$ cat src/rtl/serv_bufreg_seq_if.sv
// Handshake and strobe bundle between the buffer-register sequencer and its user.
interface serv_bufreg_seq_if;
  logic       i_start;
  logic       i_wen;
  logic [1:0] i_size;
  logic [1:0] i_lsb;
  logic       i_dbus_ack;
  logic       o_en;
  logic       o_init;
  logic       o_cnt0;
  logic       o_cnt1;
  logic       o_dbus_cyc;
  logic       o_busy;
  logic       o_done;
  logic       o_trap;

  modport master (
    output i_start, i_wen, i_size, i_lsb, i_dbus_ack,
    input  o_en, o_init, o_cnt0, o_cnt1, o_dbus_cyc, o_busy, o_done, o_trap
  );

  modport slave (
    input  i_start, i_wen, i_size, i_lsb, i_dbus_ack,
    output o_en, o_init, o_cnt0, o_cnt1, o_dbus_cyc, o_busy, o_done, o_trap
  );
endinterface

$ cat src/rtl/serv_bufreg_seq.sv
// Memory-op sequencer for the serial buffer register: INIT phase, bus wait, RUN phase, DONE.
// Optional misalignment trap enabled by defining SERV_BUFREG_SEQ_MISALIGN_EN.
module serv_bufreg_seq #(
  parameter int unsigned BITS_PER_CYCLE = 1
) (
  input  logic           i_clk,
  input  logic           i_rst,
  serv_bufreg_seq_if.slave io
);

  localparam int unsigned N  = 32 / BITS_PER_CYCLE;
  localparam int unsigned CW = $clog2(N);
  localparam logic [CW-1:0] CNT_LAST = CW'(N - 1);

  typedef enum logic [2:0] {
    IDLE = 3'd0,
    INIT = 3'd1,
    BUS  = 3'd2,
    RUN  = 3'd3,
    DONE = 3'd4
  } state_e;

  state_e        state_q, state_d;
  logic [CW-1:0] cnt_q, cnt_d;
  logic          wen_q, wen_d;
  logic          misaligned;

`ifdef SERV_BUFREG_SEQ_MISALIGN_EN
  logic [1:0] size_q, size_d;
  logic       trap_q, trap_d;

  // 11 decodes as word, same as 10.
  assign misaligned = (size_q[1] & (|io.i_lsb)) |
                      ((size_q == 2'b01) & io.i_lsb[0]);
`else
  logic unused_c;
  assign unused_c   = ^{io.i_size, io.i_lsb};
  assign misaligned = 1'b0;
`endif

  always_ff @(posedge i_clk) begin
    if (i_rst) begin
      state_q <= IDLE;
      cnt_q   <= '0;
      wen_q   <= 1'b0;
`ifdef SERV_BUFREG_SEQ_MISALIGN_EN
      size_q  <= 2'b00;
      trap_q  <= 1'b0;
`endif
    end else begin
      state_q <= state_d;
      cnt_q   <= cnt_d;
      wen_q   <= wen_d;
`ifdef SERV_BUFREG_SEQ_MISALIGN_EN
      size_q  <= size_d;
      trap_q  <= trap_d;
`endif
    end
  end

  // Next-state logic; cnt wraps to 0 naturally since N is a power of two.
  always_comb begin
    state_d = state_q;
    cnt_d   = cnt_q;
    wen_d   = wen_q;
`ifdef SERV_BUFREG_SEQ_MISALIGN_EN
    size_d  = size_q;
    trap_d  = trap_q;
`endif
    unique case (state_q)
      IDLE: begin
        if (io.i_start) begin
          state_d = INIT;
          cnt_d   = '0;
          wen_d   = io.i_wen;
`ifdef SERV_BUFREG_SEQ_MISALIGN_EN
          size_d  = io.i_size;
          trap_d  = 1'b0;
`endif
        end
      end
      INIT: begin
        cnt_d = cnt_q + CW'(1);
        if (cnt_q == CNT_LAST) begin
          state_d = misaligned ? DONE : BUS;
`ifdef SERV_BUFREG_SEQ_MISALIGN_EN
          trap_d  = misaligned;
`endif
        end
      end
      BUS: begin
        if (io.i_dbus_ack) begin
          state_d = wen_q ? DONE : RUN;
        end
      end
      RUN: begin
        cnt_d = cnt_q + CW'(1);
        if (cnt_q == CNT_LAST) begin
          state_d = DONE;
        end
      end
      DONE: begin
        state_d = IDLE;
      end
      default: begin
        state_d = IDLE;
      end
    endcase
  end

  // Moore outputs decoded from state and cnt only.
  assign io.o_en       = (state_q == INIT) | (state_q == RUN);
  assign io.o_init     = (state_q == INIT);
  assign io.o_cnt0     = io.o_en & (cnt_q == CW'(0));
  assign io.o_cnt1     = io.o_en & (cnt_q == CW'(1));
  assign io.o_dbus_cyc = (state_q == BUS);
  assign io.o_busy     = (state_q != IDLE);
  assign io.o_done     = (state_q == DONE);
`ifdef SERV_BUFREG_SEQ_MISALIGN_EN
  assign io.o_trap     = (state_q == DONE) & trap_q;
`else
  assign io.o_trap     = 1'b0;
`endif

endmodule

$ cat src/flat_wrapper.sv
// flat-port wrapper written by rule: the top's interface ports become plain ports
module serv_bufreg_seq_flat 
#(
  parameter int unsigned BITS_PER_CYCLE = 1
)
  (i_clk, i_rst, io_i_start, io_i_wen, io_i_size, io_i_lsb, io_i_dbus_ack, io_o_en, io_o_init, io_o_cnt0, io_o_cnt1, io_o_dbus_cyc, io_o_busy, io_o_done, io_o_trap);
  serv_bufreg_seq_if io_i ();
  input  logic i_clk;
  input  logic i_rst;
  input wire logic [$bits(io_i.i_start)-1:0] io_i_start;
  input wire logic [$bits(io_i.i_wen)-1:0] io_i_wen;
  input wire logic [$bits(io_i.i_size)-1:0] io_i_size;
  input wire logic [$bits(io_i.i_lsb)-1:0] io_i_lsb;
  input wire logic [$bits(io_i.i_dbus_ack)-1:0] io_i_dbus_ack;
  output wire logic [$bits(io_i.o_en)-1:0] io_o_en;
  output wire logic [$bits(io_i.o_init)-1:0] io_o_init;
  output wire logic [$bits(io_i.o_cnt0)-1:0] io_o_cnt0;
  output wire logic [$bits(io_i.o_cnt1)-1:0] io_o_cnt1;
  output wire logic [$bits(io_i.o_dbus_cyc)-1:0] io_o_dbus_cyc;
  output wire logic [$bits(io_i.o_busy)-1:0] io_o_busy;
  output wire logic [$bits(io_i.o_done)-1:0] io_o_done;
  output wire logic [$bits(io_i.o_trap)-1:0] io_o_trap;
  assign io_i.i_start = io_i_start;
  assign io_i.i_wen = io_i_wen;
  assign io_i.i_size = io_i_size;
  assign io_i.i_lsb = io_i_lsb;
  assign io_i.i_dbus_ack = io_i_dbus_ack;
  assign io_o_en = io_i.o_en;
  assign io_o_init = io_i.o_init;
  assign io_o_cnt0 = io_i.o_cnt0;
  assign io_o_cnt1 = io_i.o_cnt1;
  assign io_o_dbus_cyc = io_i.o_dbus_cyc;
  assign io_o_busy = io_i.o_busy;
  assign io_o_done = io_i.o_done;
  assign io_o_trap = io_i.o_trap;
  serv_bufreg_seq #(.BITS_PER_CYCLE(BITS_PER_CYCLE)) u_core (.i_clk(i_clk), .i_rst(i_rst), .io(io_i));
endmodule
$ cat config.mk
export PLATFORM = sky130hd
export DESIGN_NAME = serv_bufreg_seq_flat
export DESIGN_NICKNAME = d
export VERILOG_FILES = /design/src/rtl/serv_bufreg_seq_if.sv /design/src/rtl/serv_bufreg_seq.sv /design/src/flat_wrapper.sv
export SDC_FILE = /design/constraint.sdc
export NUM_CORES = 1
export LEC_CHECK = 0
export CELL_PAD_IN_SITES_DETAIL_PLACEMENT = 1
export CELL_PAD_IN_SITES_GLOBAL_PLACEMENT = 1
export CORE_MARGIN = 5
export CORE_UTILIZATION = 32
export CTS_BUF_LIST = sky130_fd_sc_hd__clkbuf_8
export CTS_CLUSTER_SIZE = 30
export DETAILED_ROUTE_END_ITERATION = 8
export PLACE_DENSITY_LB_ADDON = 0.1
export SLEW_MARGIN = 20
export SYNTH_ARGS = -nofsm -noshare
export SYNTH_HDL_FRONTEND = slang
export SYNTH_SLANG_ARGS = --single-unit
$ cat constraint.sdc
create_clock -name i_clk -period 1.4 [get_ports i_clk]
set_clock_uncertainty 0.05 [all_clocks]
set_input_delay 0.42 -clock i_clk [delete_from_list [all_inputs] [get_ports i_clk]]
set_output_delay 0.42 -clock i_clk [all_outputs]
set_load 0.005 [all_outputs]
==> qor.yml <==
wire_per_inst_um: 14.95
drcViolationCount: 0
power.internal_mw: 0.5402
fill_cells: 224
start_util_pct: 34.68
startpoint_type: "register"
cpMostUsedCell: "buf_6"
io_pins: 17
vias: 573
layout-drive-gt1-share_pct: 49.47
synth_top_area_share_pct: 29.45
switching_share_pct: 25.77
post-place-cells: 110
std_cell_rows: 15
layout.area.seq_sq_um: 188.9
numCtsBuffers: 3
drtPass1Iterations: 3
grt_max_degree: 8
syn_inst: 66
cp.arrival_ns: 1.18
synth-seq-cells: 9
p_leak_nw: 0.4355
holdCritPathClass: "reg -> reg"
rsz0062_at_grt: "true"
fmax_mhz: 605.4
cts_hold_buf: 0
seq_power_share_pct: 37.6
io_buffers: 11
drtIter0Drc: 4
clk_root_buffer_cell: "clkbuf_8"
dp_hpwl_mm: 1.193
grt_pass1_vias: 598
maxCapViolCount: 0
synthTopCellsByArea: "dfxtp_1 29%, ha_1 8.2%, mux2i_1 6.5%, buf_6 5.5%, nand2b_1 4.1%"
synth_area_leader_cell: "dfxtp_1"
syn_to_final_growth_pct: 60.53
grt_antenna_before_repair: 0
p_total_mw: 0.7278
clock_path_buffers: 2
clock-sinks: 9
fin_cells: 120
fin_crit_sh_pct: 118.0
grt_use_total_pct: 14.92
layout.nets: 109
die_x_um: 53.73
switchingPower_mw: 0.1876
synth_edf_count: 0
final_util_pct: 55.67
power_density_nw_per_um2: 741.0
critPathCaptureType: "output port"
async_reset_ff_share_pct: 0
min_period_ns: 1.652
post_synth_num_cell_types: 34
fp.dieH_um: 53.73
ir_worst_vdd_mv: 0.4061
syn_nets: 79
cp.required_ns: 0.93
worstSetupPathType: "reg -> out"
antennaDiodeCount: 0
synthFlopType: "dfxtp_1"
clock_latency_ns: 0.23
overflow: 0
slowest_stage: "dfxtp_4"
viasPerCell: 4.775
place_congestion: 0.7764
finalSetupViolations: 8
slowest_delay_ns: 0.35
path_max_fanout: 3
hold_violations: 0
syn_avg_cell_area_sq_um: 9.270
clockPowerShare_pct: 42.1
p_comb_share_pct: 20.3
htreeDepth: 1
crit_chain: "buf_6, or3_4, buf_6"
setup_ws_ns: -0.2517
ys_seq_area_share_pct: 29.45
clk_pin_slew_worst_paths_ns: 0.05
coreArea_sq_um: 1764
die_area_sq_um: 2886
wirelength_mm: 1.794
violations: "setup timing"
multi_input_area_sq_um: 446.7
cts_tree: "built"
syn_area_sq_um: 611.8
grt_first_pass_wirelength_mm: 3.022
ys_warn_count: 0
antenna_left: 0
drv_slew: 0
status: "complete, but fails checks"
## kinds of logic (layout without fill, tap and decap cells)
group	count (synthesis)	count (layout)	share of synthesized area, %
AO/OA/AOI/OAI	9	9	11.04
XOR/XNOR	1	1	1.432
adder cells (fa/ha/maj)	4	4	8.180
buffers and inverters	9	38	9.815
flip-flops	9	9	29.45
multiplexers	5	5	8.385
other	1	1	0.6129
AND/OR/NAND/NOR	28	28	31.08
## routing by layer
| metal | GRT usage [%] | part of all wire (%) | vias up |
|---|---|---|---|
| met2 | 23.39 | 48 | 10 |
| met3 | 2.493 | 2.7 | 3 |
| met1 | 20.40 | 49 | 273 |
| met4 | 5.106 | 1.1 | 0 |
| li1 | - | - | 287 |
| met5 | 0 | 0 | - |
## power groups by stage
stage | sequential (mW) | combinational [mW] | clock [mW]
floorplan | 0.276 | 0.0639 | 0
global placement | 0.276 | 0.124 | 0
detailed placement | 0.277 | 0.124 | 0
CTS | 0.273 | 0.136 | 0.306
global route | 0.275 | 0.163 | 0.329
finish | 0.274 | 0.147 | 0.307
## critical path, delay by kind of cell, from the launching register on
kind	cells	cell delay [ns]
buffers and inverters	2	0.24
AND/OR/NAND/NOR	1	0.35
flip-flops	1	0.35
## placed cells by master, fill, tap and decap left out, types with 2 or more instances in the layout
master / count
buf_4: 12
buf_6: 8
buf_2: 6
inv_1: 4
nor2_1: 4
mux2i_1: 4
nand2b_1: 4
dfxtp_2: 4
dfxtp_1: 4
nand3b_1: 3
clkbuf_8: 3
and2_1: 2
nand2_1: 2
nand3_1: 2
ha_1: 2
ha_4: 2
dlymetal6s2s_1: 2
clkdlybuf4s50_1: 2
## worst paths after layout
path	depth (start not counted)	from	end	slack, ns
min	2	u_core.cnt_q[1]$_SDFFE_PP0P_	u_core.cnt_q[1]$_SDFFE_PP0P_	0.50
max	3	u_core.state_q[0]$_SDFFE_PP0P_	io_o_busy	-0.25
max reg2reg	7	u_core.cnt_q[0]$_SDFFE_PP0P_	u_core.state_q[1]$_SDFFE_PP0P_	-0.02
min reg2reg	2	u_core.cnt_q[1]$_SDFFE_PP0P_	u_core.cnt_q[1]$_SDFFE_PP0P_	0.50
## state kept, by name, indices dropped and copies added, names as in the netlist
| signal | flops |
|---|---|
| u_core.wen_q | 1 |
| u_core.cnt_q | 5 |
| u_core.state_q | 3 |
## repair_timing
action	4_1_cts	5_1_grt
pin swaps	10	6
resized for setup	46	10
setup buffers	4	2
setup endpoints to repair	11	15
## final cells by class
class / instances / area share [%]
sequential: 9 / 19.24
clock inverter: 1 / 0.3822
multi-input combinational: 48 / 45.48
inverter: 4 / 1.529
timing repair buffer: 30 / 25.99
clock buffer: 3 / 4.204
tap: 25 / 3.185
## through the flow
stage          cell area (sq um)  hold slack (ns)  TNS [ns]  setup WS, ns
5_1_grt                    982.2           0.5349    -1.730       -0.3214
2_1_floorplan              614.3           0.4158         0       0.01720
6_report                   982.2           0.5030    -1.239       -0.2517
3_5_place_dp               808.3           0.4878    -4.032       -0.4585
3_3_place_gp               808.3           0.4619    -3.920       -0.4711
4_1_cts                    939.7           0.4982    -1.359       -0.3325
## synthesized netlist by cell type (all sizes together) (2+ instances only)
library cell  n
a21oi         2
and2          2
buf           4
dfxtp         9
ha            4
inv           4
mux2i         4
nand2         2
nand2b        5
nand3         2
nand3b        3
nor2          5
nor3b         3
(Power assumes the default switching activity.)
